$ cat config.mk
export PLATFORM = sky130hd
export DESIGN_NAME = mem_write_logger_flat
export DESIGN_NICKNAME = d
export VERILOG_FILES = /design/src/rtl/log_pkg.sv /design/src/rtl/mem_write_logger_if.sv /design/src/rtl/log_fifo.sv /design/src/rtl/mem_write_logger.sv /design/src/flat_wrapper.sv
export SDC_FILE = /design/constraint.sdc
export NUM_CORES = 1
export LEC_CHECK = 0
export CAP_MARGIN = 0
export CELL_PAD_IN_SITES_DETAIL_PLACEMENT = 1
export CELL_PAD_IN_SITES_GLOBAL_PLACEMENT = 1
export CORE_ASPECT_RATIO = 1.1
export CORE_MARGIN = 2
export CORE_UTILIZATION = 30
export CTS_CLUSTER_DIAMETER = 60
export DETAILED_ROUTE_END_ITERATION = 10
export PLACE_DENSITY = 0.49
export SLEW_MARGIN = 5
export SYNTH_ARGS = -nofsm -noshare
export SYNTH_HDL_FRONTEND = slang
export SYNTH_HIERARCHICAL = 1
export SYNTH_SLANG_ARGS = --single-unit
$ cat constraint.sdc
create_clock -name clk -period 7.2 [get_ports clk]
set_input_delay 2.16 -clock clk [delete_from_list [all_inputs] [get_ports clk]]
set_output_delay 2.16 -clock clk [all_outputs]
set_load 0.005 [all_outputs]
$ cat src/rtl/log_pkg.sv
// Shared types and helpers for the store-stream logger.
// Latency: none (declarations only).
// Backpressure: n/a.
package log_pkg;

  typedef enum logic {
    IDLE = 1'b0,
    SEND = 1'b1
  } log_state_e;

  // Default store geometry; the record struct below matches it.
  localparam int LOG_ADDR_W = 16;
  localparam int LOG_DATA_W = 48;

  typedef struct packed {
    logic [LOG_ADDR_W-1:0] addr;
    logic [LOG_DATA_W-1:0] data;
  } log_rec_t;

  // Bytes emitted per record: address bytes followed by data bytes.
  function automatic int bytes_per_rec(input int addr_w, input int data_w);
    return (addr_w + data_w) / 8;
  endfunction

endpackage

$ cat src/rtl/mem_write_logger_if.sv
// Store-side strobe/address/data plus the byte-serial valid/ready tx link.
// Latency: none (wiring only).
// Backpressure: tx_ready from the sink stalls tx_valid/tx_byte/tx_last.
// Ports: master = store source + byte sink (testbench side), slave = logger.
interface mem_write_logger_if #(
  parameter int ADDR_W = 16,
  parameter int DATA_W = 48
) ();
  logic              wr_en;
  logic [ADDR_W-1:0] wr_addr;
  logic [DATA_W-1:0] wr_data;
  logic              tx_valid;
  logic              tx_ready;
  logic [7:0]        tx_byte;
  logic              tx_last;

  modport master (
    output wr_en, wr_addr, wr_data, tx_ready,
    input  tx_valid, tx_byte, tx_last
  );

  modport slave (
    input  wr_en, wr_addr, wr_data, tx_ready,
    output tx_valid, tx_byte, tx_last
  );
endinterface

$ cat src/rtl/log_fifo.sv
// Synchronous first-word-fall-through FIFO holding whole store records.
// Latency: a push is visible at head one edge later; head is combinational.
// Backpressure: pushes while full are ignored unless a pop shares the edge.
// Ports: clk, rst (async active-low), push/push_data, pop, head, full, empty, count.
module log_fifo #(
  parameter int WIDTH = 64,
  parameter int DEPTH = 8
) (
  input  logic                       clk,
  input  logic                       rst,
  input  logic                       push,
  input  logic [WIDTH-1:0]           push_data,
  input  logic                       pop,
  output logic [WIDTH-1:0]           head,
  output logic                       full,
  output logic                       empty,
  output logic [$clog2(DEPTH):0]     count
);
  localparam int PTR_W = $clog2(DEPTH);
  localparam int CNT_W = PTR_W + 1;

  logic [WIDTH-1:0] mem [DEPTH];
  logic [PTR_W-1:0] wr_ptr;
  logic [PTR_W-1:0] rd_ptr;
  logic             do_push;
  logic             do_pop;

  assign full    = (count == CNT_W'(DEPTH));
  assign empty   = (count == '0);
  assign head    = mem[rd_ptr];
  assign do_pop  = pop && !empty;
  // A full FIFO still takes a push when the head leaves on the same edge.
  assign do_push = push && (!full || do_pop);

  always_ff @(posedge clk) begin
    if (do_push) mem[wr_ptr] <= push_data;
  end

  // DEPTH is a power of two, so pointers wrap by natural overflow.
  always_ff @(posedge clk or negedge rst) begin
    if (!rst) begin
      wr_ptr <= '0;
      rd_ptr <= '0;
      count  <= '0;
    end else begin
      if (do_push) wr_ptr <= wr_ptr + PTR_W'(1);
      if (do_pop)  rd_ptr <= rd_ptr + PTR_W'(1);
      case ({do_push, do_pop})
        2'b10:   count <= count + CNT_W'(1);
        2'b01:   count <= count - CNT_W'(1);
        default: count <= count;
      endcase
    end
  end
endmodule

$ cat src/rtl/mem_write_logger.sv
// Buffers memory-stage stores and serializes each as address+data bytes, MSB first.
// Latency: store at edge N on an idle logger -> first byte valid after edge N+1; 1 byte/cycle.
// Backpressure: tx_ready low holds the current byte; stores arriving while full are dropped and counted.
// Ports: clk, rst (async active-low), bus (slave: store in, byte out), fifo_full, overflow, drop_count, busy.
module mem_write_logger
  import log_pkg::*;
#(
  parameter int DEPTH  = 8,
  parameter int ADDR_W = 16,
  parameter int DATA_W = 48
) (
  input  logic                clk,
  input  logic                rst,
  mem_write_logger_if.slave   bus,
  output logic                fifo_full,
  output logic                overflow,
  output logic [7:0]          drop_count,
  output logic                busy
);
  localparam int BPR   = bytes_per_rec(ADDR_W, DATA_W);
  localparam int REC_W = ADDR_W + DATA_W;
  localparam int IDX_W = (BPR > 1) ? $clog2(BPR) : 1;
  localparam int CNT_W = $clog2(DEPTH) + 1;

  log_state_e        state;
  logic [REC_W-1:0]  shreg;
  logic [IDX_W-1:0]  idx;
  logic [REC_W-1:0]  head;
  logic              full;
  logic              empty;
  logic [CNT_W-1:0]  count;
  logic              last_byte;
  logic              hs;
  logic              pop;
  logic              push;
  logic              drop;

  assign last_byte = (idx == IDX_W'(BPR - 1));
  assign hs        = (state == SEND) && bus.tx_ready;
  // Load from IDLE, or chain straight into the next record on the final handshake.
  assign pop       = !empty && ((state == IDLE) || (hs && last_byte));
  assign push      = bus.wr_en && (!full || pop);
  assign drop      = bus.wr_en && full && !pop;

  log_fifo #(
    .WIDTH (REC_W),
    .DEPTH (DEPTH)
  ) u_fifo (
    .clk       (clk),
    .rst       (rst),
    .push      (push),
    .push_data ({bus.wr_addr, bus.wr_data}),
    .pop       (pop),
    .head      (head),
    .full      (full),
    .empty     (empty),
    .count     (count)
  );

  always_ff @(posedge clk or negedge rst) begin
    if (!rst) begin
      state <= IDLE;
      shreg <= '0;
      idx   <= '0;
    end else begin
      case (state)
        IDLE: begin
          if (pop) begin
            shreg <= head;
            idx   <= '0;
            state <= SEND;
          end
        end
        SEND: begin
          if (hs) begin
            if (!last_byte) begin
              shreg <= shreg << 8;
              idx   <= idx + IDX_W'(1);
            end else if (pop) begin
              shreg <= head;
              idx   <= '0;
            end else begin
              state <= IDLE;
            end
          end
        end
        default: state <= IDLE;
      endcase
    end
  end

  always_ff @(posedge clk or negedge rst) begin
    if (!rst) begin
      overflow   <= 1'b0;
      drop_count <= '0;
    end else if (drop) begin
      overflow <= 1'b1;
      if (drop_count != 8'hFF) drop_count <= drop_count + 8'd1;
    end
  end

  // Outputs are decoded straight from registered state, so they hold while stalled.
  assign bus.tx_valid = (state == SEND);
  assign bus.tx_byte  = shreg[REC_W-1 -: 8];
  assign bus.tx_last  = (state == SEND) && last_byte;
  assign fifo_full    = full;
  assign busy         = (count != '0) || (state == SEND);
endmodule

$ cat src/flat_wrapper.sv
// flat-port wrapper written by rule: the top's interface ports become plain ports
module mem_write_logger_flat import log_pkg::*;
#(
  parameter int DEPTH  = 8,
  parameter int ADDR_W = 16,
  parameter int DATA_W = 48
)
  (clk, rst, fifo_full, overflow, drop_count, busy, bus_wr_en, bus_wr_addr, bus_wr_data, bus_tx_ready, bus_tx_valid, bus_tx_byte, bus_tx_last);
  mem_write_logger_if #(.ADDR_W(ADDR_W), .DATA_W(DATA_W)) bus_i ();
  input  logic clk;
  input  logic rst;
  output logic fifo_full;
  output logic overflow;
  output logic [7:0] drop_count;
  output logic busy;
  input wire logic [$bits(bus_i.wr_en)-1:0] bus_wr_en;
  input wire logic [$bits(bus_i.wr_addr)-1:0] bus_wr_addr;
  input wire logic [$bits(bus_i.wr_data)-1:0] bus_wr_data;
  input wire logic [$bits(bus_i.tx_ready)-1:0] bus_tx_ready;
  output wire logic [$bits(bus_i.tx_valid)-1:0] bus_tx_valid;
  output wire logic [$bits(bus_i.tx_byte)-1:0] bus_tx_byte;
  output wire logic [$bits(bus_i.tx_last)-1:0] bus_tx_last;
  assign bus_i.wr_en = bus_wr_en;
  assign bus_i.wr_addr = bus_wr_addr;
  assign bus_i.wr_data = bus_wr_data;
  assign bus_i.tx_ready = bus_tx_ready;
  assign bus_tx_valid = bus_i.tx_valid;
  assign bus_tx_byte = bus_i.tx_byte;
  assign bus_tx_last = bus_i.tx_last;
  mem_write_logger #(.DEPTH(DEPTH), .ADDR_W(ADDR_W), .DATA_W(DATA_W)) u_core (.clk(clk), .rst(rst), .bus(bus_i), .fifo_full(fifo_full), .overflow(overflow), .drop_count(drop_count), .busy(busy));
endmodule
==> impl_summary.txt, run 1 <==
----------------------------------------------------
[Run status]
  Result of the run ... finished clean

[Global routing]
  Maximum number of pins on one net before global-route repair ... roughly 100
  Grt ovf ... 0
  Total Routing Usage GR ... 14.01%
  Antenna violations before repair ... 1
  Via count of the first global-routing pass ... 12,340
  Wire length of the first global-routing pass ... about 83,000 µm

[Final layout]
  Final net count ... roughly 1,300
  Area growth, synth to finish ... 18.48%
  Combined area of the multi-input logic cells ... 5325 µm²
  Ratio of cells with drive above 1 in the final layout ... 26.05%
  Filler Cells Inserted ... 7,596
  FF/Latch Area ... around 18,000 µm²

[Drt]
  First-pass iteration count of the detailed router ... 5
  Mean routed wirelength per cell ... 23.23 µm
  DRC violation total after the first TritonRoute iteration ... 592
  Via count of the routed design ... ~11,000
  Post-route ant nets ... 0
  Ratio of routed vias to standard cells ... approximately 4.7
  Residual DRC count ... 0
  Final Routed Wirelength ... 54,570 µm

[Die]
  Area enclosed by the die boundary ... ~80,000 µm²
  Core Box Area ... 77,110 µm²
  Starting density of the core ... 30.15%
  FP Rows ... 107
  Chip Height ... around 300 µm
  Top-Level Pins ... roughly 90
  X dimension of the die ... 269.4 µm

[Timing]
  Setup WS post-layout ... 1.912 ns
  Final Cycle Share ... 73.44%
  Maximum clock skew at final layout ... 0.01644 ns
  Aggregate negative setup slack ... 0 ns
  Worst Tran Pin Value ... about 0.99 ns
  Number of endpoints failing setup at the final stage ... 0
  Fmax achieved ... 189.1 MHz
  Normalized max-slew margin ... 34.02%
  Final hold violation count ... 0
  Setup repair after global routing missed its margin ... false
  Count of pins over their slew limit ... 0
  Final critical delay including setup and external delays ... ~5.3 ns

[Yosys]
  Net count after synthesis ... 1,224
  Synth top area cells ... edfxtp_1, mux4_2, dfrtp_1
  Sequential fraction of the synthesis area ... 75.50%
  Post-synth top area cell ... edfxtp_1
  Cell with the most instances after synthesis ... edfxtp_1
  Mean post-synth cell area ... 20.25 µm²
  Number of warnings issued by yosys ... 6
  Number of synthesized flops with an enable pin ... between 500 and 600
  Prevailing post-synth register cell ... edfxtp_1
  Number of standard cells after synthesis ... 1,148
  Combined area of all synthesized cells ... 23,250 µm²
  Register bit count reported by yosys ... 599
  Proportion of register bits with asynchronous set or reset after synthesis ... 14.52%
  Commonest cells in the synthesized netlist ... edfxtp_1, mux4_2, dfrtp_1, nor2_1, mux2_2
  Fraction of post-synthesis cell area in the top cell type by area ... 66.14%
  Count of cell types in the netlist ... 46

[Setup path]
  List of cells traversed by the critical path ... clkdlybuf4s50_1 > a21boi_2 > or2_1 > inv_2 > nand2b_1 > o21a_1 > nand2_1 > nor2_4 > buf_12
  Critical path required time ... between 7 and 8 ns
  Launching element type of the critical path ... input pin
  Slowest library cell on the worst path ... nor2_4
  Critical path's largest stage delay ... 0.85 ns
  Maximum net fanout on the critical path ... 26
  Crit path arrival time ... roughly 5.6 ns
  Category of the critical setup timing path ... input pin to register
  Sort of element at the end of the critical path ... register

[Power and ir drop]
  Total Power ... 0.01053 W
  Leakage component of the power ... between 8 and 9 nW
  Power per standard cell area ... ~380 nW/µm²
  Worst voltage drop across the vdd grid ... about 130 µV

[Clock network]
  CTS tree ... done
  Num CTS Buffers ... 68
  CTS clk-pin slew, worst paths ... 0.06 ns
  Number of sinks on the clock net ... 599
  Clock insertion delay at the later pin of the skew report ... roughly 0.60 ns
  Longest Clk Path Bufs ... 3
  Cts repair resizes ... 0
  Root Buffer Master ... clkbuf_16
  Quantity of hold-fixing buffers added after cts ... 0
  Post-CTS Setup Inserts ... 0
  CTS H-Tree Depth ... 3

[Placed design]
  HPWL reported at the end of detailed placement ... about 32,000 µm
  Global placement routability congestion ... 0.7148
  Worst setup slack before clock tree synthesis ... 1.237 ns
  Number of buffers added on ports ... 88

[Run]
  MaxCap Viol Count ... 0

[Hold path]
  Class of the worst hold path ... register to register

----------------------------------------------------
-- through the flow --
stage                     util [%]  cell area, µm²  hold slack (ns)  cells
after floorplan                  -           23260           0.4590   1148
after global placement       32.97           25430           0.4556   2229
after detailed placement     32.97           25430           0.4600   2229
after CTS                    35.71           27540           0.4782   2348
after global routing         35.71           27540           0.5095   2348
final                        35.72           27540           0.4707   2349
-- registers in the layout (all words and copies together) (netlist names) --
name,flops
u_core/u_fifo/wr_ptr,3
u_core/bus.tx_valid,1
u_core/u_fifo/rd_ptr,3
u_core/shreg,64
u_core/u_fifo/count,4
u_core/u_fifo/mem,512
u_core/idx,3
u_core/overflow,1
u_core/drop_count,8
-- report_power, final --
group          switching, W  internal (W)
registers          0.000325       0.00439
clock network       0.00136       0.00196
logic               0.00127       0.00124
total               0.00296       0.00758
-- worst paths after layout --
path	slack (ns)	from	to	depth (start not counted)
worst max-delay path	1.91	bus_tx_ready	u_core/u_fifo/mem[3][42]	9
worst min-delay path	0.47	u_core/overflow	u_core/overflow	1
worst max register to register	3.15	u_core/u_fifo/count[1]	u_core/u_fifo/mem[6][36]	9
worst min register to register	0.47	u_core/overflow	u_core/overflow	1
max in group asynchronous	4.46	rst	u_core/shreg[63]	2
min in group asynchronous	1.58	rst	u_core/u_fifo/count[1]	1
-- cells in the final DEF, fill, tap and decap left out, types with 2 or more instances in the layout --
cell and n:
nor2_1 76, nand2b_1 6, dfrtp_4 3, clkinvlp_4 3, clkbuf_16 71, mux2i_1 2
mux4_2 128, nor2_4 6, buf_12 10, edfxtp_1 512, or2_2 2, inv_1 7
clkdlybuf4s50_1 87, nand2_1 15, or3_1 2, dfrtp_1 84, nand2b_2 2, a22o_1 8
o22ai_1 57, a32o_1 2, clkinv_2 8, ha_1 7, a21oi_1 44, clkbuf_1 16
nand4_1 3, nor3_4 2, nand3_1 4, xor2_1 4, xnor2_1 5, nor3_1 2
buf_4 19, o21ai_0 4, mux2_2 71, clkinv_1 12, inv_6 3, bufinv_16 4
-- worst max-delay path: cells and delay by family --
family | cells | cell delay [ns]
AO/OA/AOI/OAI | 2 | 0.27
AND/OR/NAND/NOR | 4 | 1.78
buffers and inverters | 3 | 1.33
-- cell families (layout without fill, tap and decap cells) --
family	after synthesis	in the layout	share of synthesized area [%]
fa+ha+maj	8	8	0.4629
mux	202	202	15.98
other cells	0	1	0
simple gates	129	129	2.498
flops	599	599	75.50
xor+xnor	9	9	0.3391
compound gates	123	123	3.262
buf+inv	78	243	1.959
-- layer usage --
layer,vias up,routed length (µm),track usage (%)
li1,4881,-,-
met3,71,1973,2.494
met1,5903,24990,19.08
met5,-,0,0
met2,187,26510,22.89
met4,0,1101,4.485
-- area by class of cell --
type | count | share of cell area, %
sequential | 599 | 63.77
clock inverter | 31 | 0.9540
timing repair buffer | 116 | 4.406
antenna | 1 | 0.009086
multi-input combinational | 471 | 19.33
tap | 1035 | 4.702
inverter | 8 | 0.1090
clock buffer | 88 | 6.719
(Power assumes the default switching activity.)
==> inputs of run 2 (changes only) <==
--- a/config.mk
+++ b/config.mk
@@ -13,7 +13,7 @@
 export CORE_UTILIZATION = 30
 export CTS_CLUSTER_DIAMETER = 60
 export DETAILED_ROUTE_END_ITERATION = 10
-export PLACE_DENSITY = 0.49
+export PLACE_DENSITY = 0.48
 export SLEW_MARGIN = 5
 export SYNTH_ARGS = -nofsm -noshare
 export SYNTH_HDL_FRONTEND = slang
==> constraint.sdc (replaced) <==
create_clock -name clk -period 4.9 [get_ports clk]
set_input_delay 1.47 -clock clk [delete_from_list [all_inputs] [get_ports clk]]
set_output_delay 1.47 -clock clk [all_outputs]
set_load 0.005 [all_outputs]
==> impl_summary.txt, run 2 (same netlist as run 1, synthesis figures left out) <==
----------------------------------------------------
[Timing]
  Final critical delay including setup and external delays ... roughly 4 ns
  Number of endpoints failing setup at the final stage ... 0
  Fmax achieved ... 250.6 MHz
  Final hold violation count ... 0
  Maximum clock skew at final layout ... 0.02775 ns
  Count of pins over their slew limit ... 0
  Setup repair after global routing missed its margin ... false
  Worst Tran Pin Value ... 0.8657 ns
  Aggregate negative setup slack ... 0 ns
  Final Cycle Share ... 81.42%
  Normalized max-slew margin ... 42.29%

[Die]
  Top-Level Pins ... 89
  Core Box Area ... 77,110 µm²
  Chip Height ... 296.0 µm
  X dimension of the die ... 269.4 µm
  Area enclosed by the die boundary ... between 70,000 and 80,000 µm²
  FP Rows ... between 100 and 150
  Starting density of the core ... 30.15%

[Global routing]
  Grt ovf ... 0
  Total Routing Usage GR ... approximately 15%
  Via count of the first global-routing pass ... about 13,000
  Maximum number of pins on one net before global-route repair ... 56
  Wire length of the first global-routing pass ... 85,370 µm
  Antenna violations before repair ... 1

[Final layout]
  FF/Latch Area ... 17,560 µm²
  Number of standard cells in the final layout excluding fillers ... 2,365
  Final net count ... 1,350
  Finished layout cell area ... 27,850 µm²
  Combined area of the multi-input logic cells ... 5325 µm²
  Ratio of cells with drive above 1 in the final layout ... 26.92%
  Register with the highest flop count ... u_core/u_fifo/mem
  Area growth, synth to finish ... 19.82%
  Top library cells by usage in the layout, fill and taps aside ... edfxtp_1, mux4_2, clkdlybuf4s50_1, dfrtp_1, nor2_1
  Ant. Diodes ... 0
  Most frequent standard cell in the layout excluding fill and tap cells ... edfxtp_1
  Max reg flops ... 512
  Regs by FF count ... u_core/u_fifo/mem x512, u_core/shreg x64, u_core/drop_count x8
  Filler Cells Inserted ... 7,556

[Power and ir drop]
  Power per standard cell area ... between 500 and 600 nW/µm²
  Register share of total power ... 43.8%
  Combinational share of power ... 23.8%
  Total net switching power ... 0.004448 W
  Clock network power share ... ~33%
  Worst voltage drop across the vdd grid ... 247.2 µV
  P_int ... 0.01137 W
  Switching portion of total power ... around 28%
  Leakage component of the power ... 8.957 nW

[Drt]
  Residual DRC count ... 0
  Ratio of routed vias to standard cells ... 4.721
  Final Routed Wirelength ... 56,580 µm
  DRC violation total after the first TritonRoute iteration ... about 590
  First-pass iteration count of the detailed router ... 6
  Post-route ant nets ... 0
  Mean routed wirelength per cell ... roughly 24 µm
  Via count of the routed design ... 11,170

[Placed design]
  HPWL reported at the end of detailed placement ... 33,380 µm
  Cell area after placement ... 25,570 µm²
  Global placement routability congestion ... 0.6831
  Placed Cells ... around 2,200
  Number of buffers added on ports ... 88

[Setup path]
  Launching element type of the critical path ... register
  Maximum net fanout on the critical path ... 9
  Category of the critical setup timing path ... register to output pin
  Internal reg-to-reg setup slack ... 1.42 ns
  Reg-to-Reg Start ... u_core/u_fifo/count[1]
  Worst R2R Path Depth ... 11
  Sort of element at the end of the critical path ... output pin
  Critical path required time ... approximately 3.4 ns
  Reg-to-reg critical path endpoint ... u_core/u_fifo/count[3]
  Crit path arrival time ... ~2.5 ns

[Run status]
  Result of the run ... finished clean

[Hold path]
  Hold path depth ... 1
  Class of the worst hold path ... register to register
  Endpoint, Worst Hold ... u_core/overflow
  Startpoint of the lowest-slack hold path ... u_core/overflow

[Clock network]
  CTS clk-pin slew, worst paths ... ~0.060 ns
  Longest Clk Path Bufs ... 3
  Number of sinks on the clock net ... 599
  Quantity of hold-fixing buffers added after cts ... 0
  CTS tree ... done
  Clock insertion delay at the later pin of the skew report ... 0.61 ns
  Num CTS Buffers ... 70
  Post-CTS Setup Inserts ... 0
  Cts repair resizes ... 0
  Root Buffer Master ... clkbuf_16
  CTS H-Tree Depth ... 3

[Run]
  MaxCap Viol Count ... 0

----------------------------------------------------
run 2: layout make-up:
class                   count  area share, %
clock buffers              89          6.922
clock inverters            39          1.258
inverters                   8         0.1078
multi-input cells         471          19.12
flip-flops and latches    599          63.06
well taps                1035          4.649
repair buffers            124          4.887
run 2: routing by layer:
| metal | vias to the layer above | track usage (%) | part of all wire (%) |
|---|---|---|---|
| li1 | 4928 | - | - |
| met1 | 5967 | 18.78 | 44 |
| met2 | 194 | 24.97 | 51 |
| met3 | 74 | 2.494 | 3.6 |
| met4 | 2 | 4.837 | 2.1 |
| met5 | - | 0 | 0.028 |
run 2: worst max-delay path: stages (launching register included):
cell and delay [ns]:
dfrtp_1 0.41, or3_1 0.55, nor2_1 0.37, clkdlybuf4s50_1 0.58
run 2: per-stage QoR:
step / worst slack, ns / utilization (%) / hold WS [ns] / power, W
after floorplan: -0.06966 / - / 0.4590 / 0.009515
after global placement: 0.4595 / 33.16 / 0.4525 / 0.01089
after detailed placement: 0.3598 / 33.16 / 0.4562 / 0.01094
after CTS: 0.8389 / 36.12 / 0.4738 / 0.01616
after global routing: 0.7575 / 36.12 / 0.5087 / 0.01663
final: 0.9102 / 36.12 / 0.4666 / 0.01582
run 2: worst max path at each step:
stage | start | endpoint | slack, ns | depth (start not counted)
2_1_floorplan | bus_tx_ready | u_core/u_fifo/mem[4][0] | -0.07 | 9
5_1_grt | u_core/u_fifo/count[1] | fifo_full | 0.76 | 3
6_report | u_core/u_fifo/count[1] | fifo_full | 0.91 | 3
4_1_cts | u_core/u_fifo/count[1] | fifo_full | 0.84 | 3
3_3_place_gp | bus_tx_ready | u_core/u_fifo/mem[1][12] | 0.46 | 8
3_5_place_dp | bus_tx_ready | u_core/u_fifo/mem[1][14] | 0.36 | 8
run 2: power by group through the flow:
stage / Sequential (W) / Combinational (W) / Clock [W]
2_1_floorplan: 0.00676 / 0.00275 / 0
3_3_place_gp: 0.00702 / 0.00387 / 0
3_5_place_dp: 0.00705 / 0.00389 / 0
4_1_cts: 0.00695 / 0.00391 / 0.00530
5_1_grt: 0.00702 / 0.00410 / 0.00551
6_report: 0.00693 / 0.00376 / 0.00513
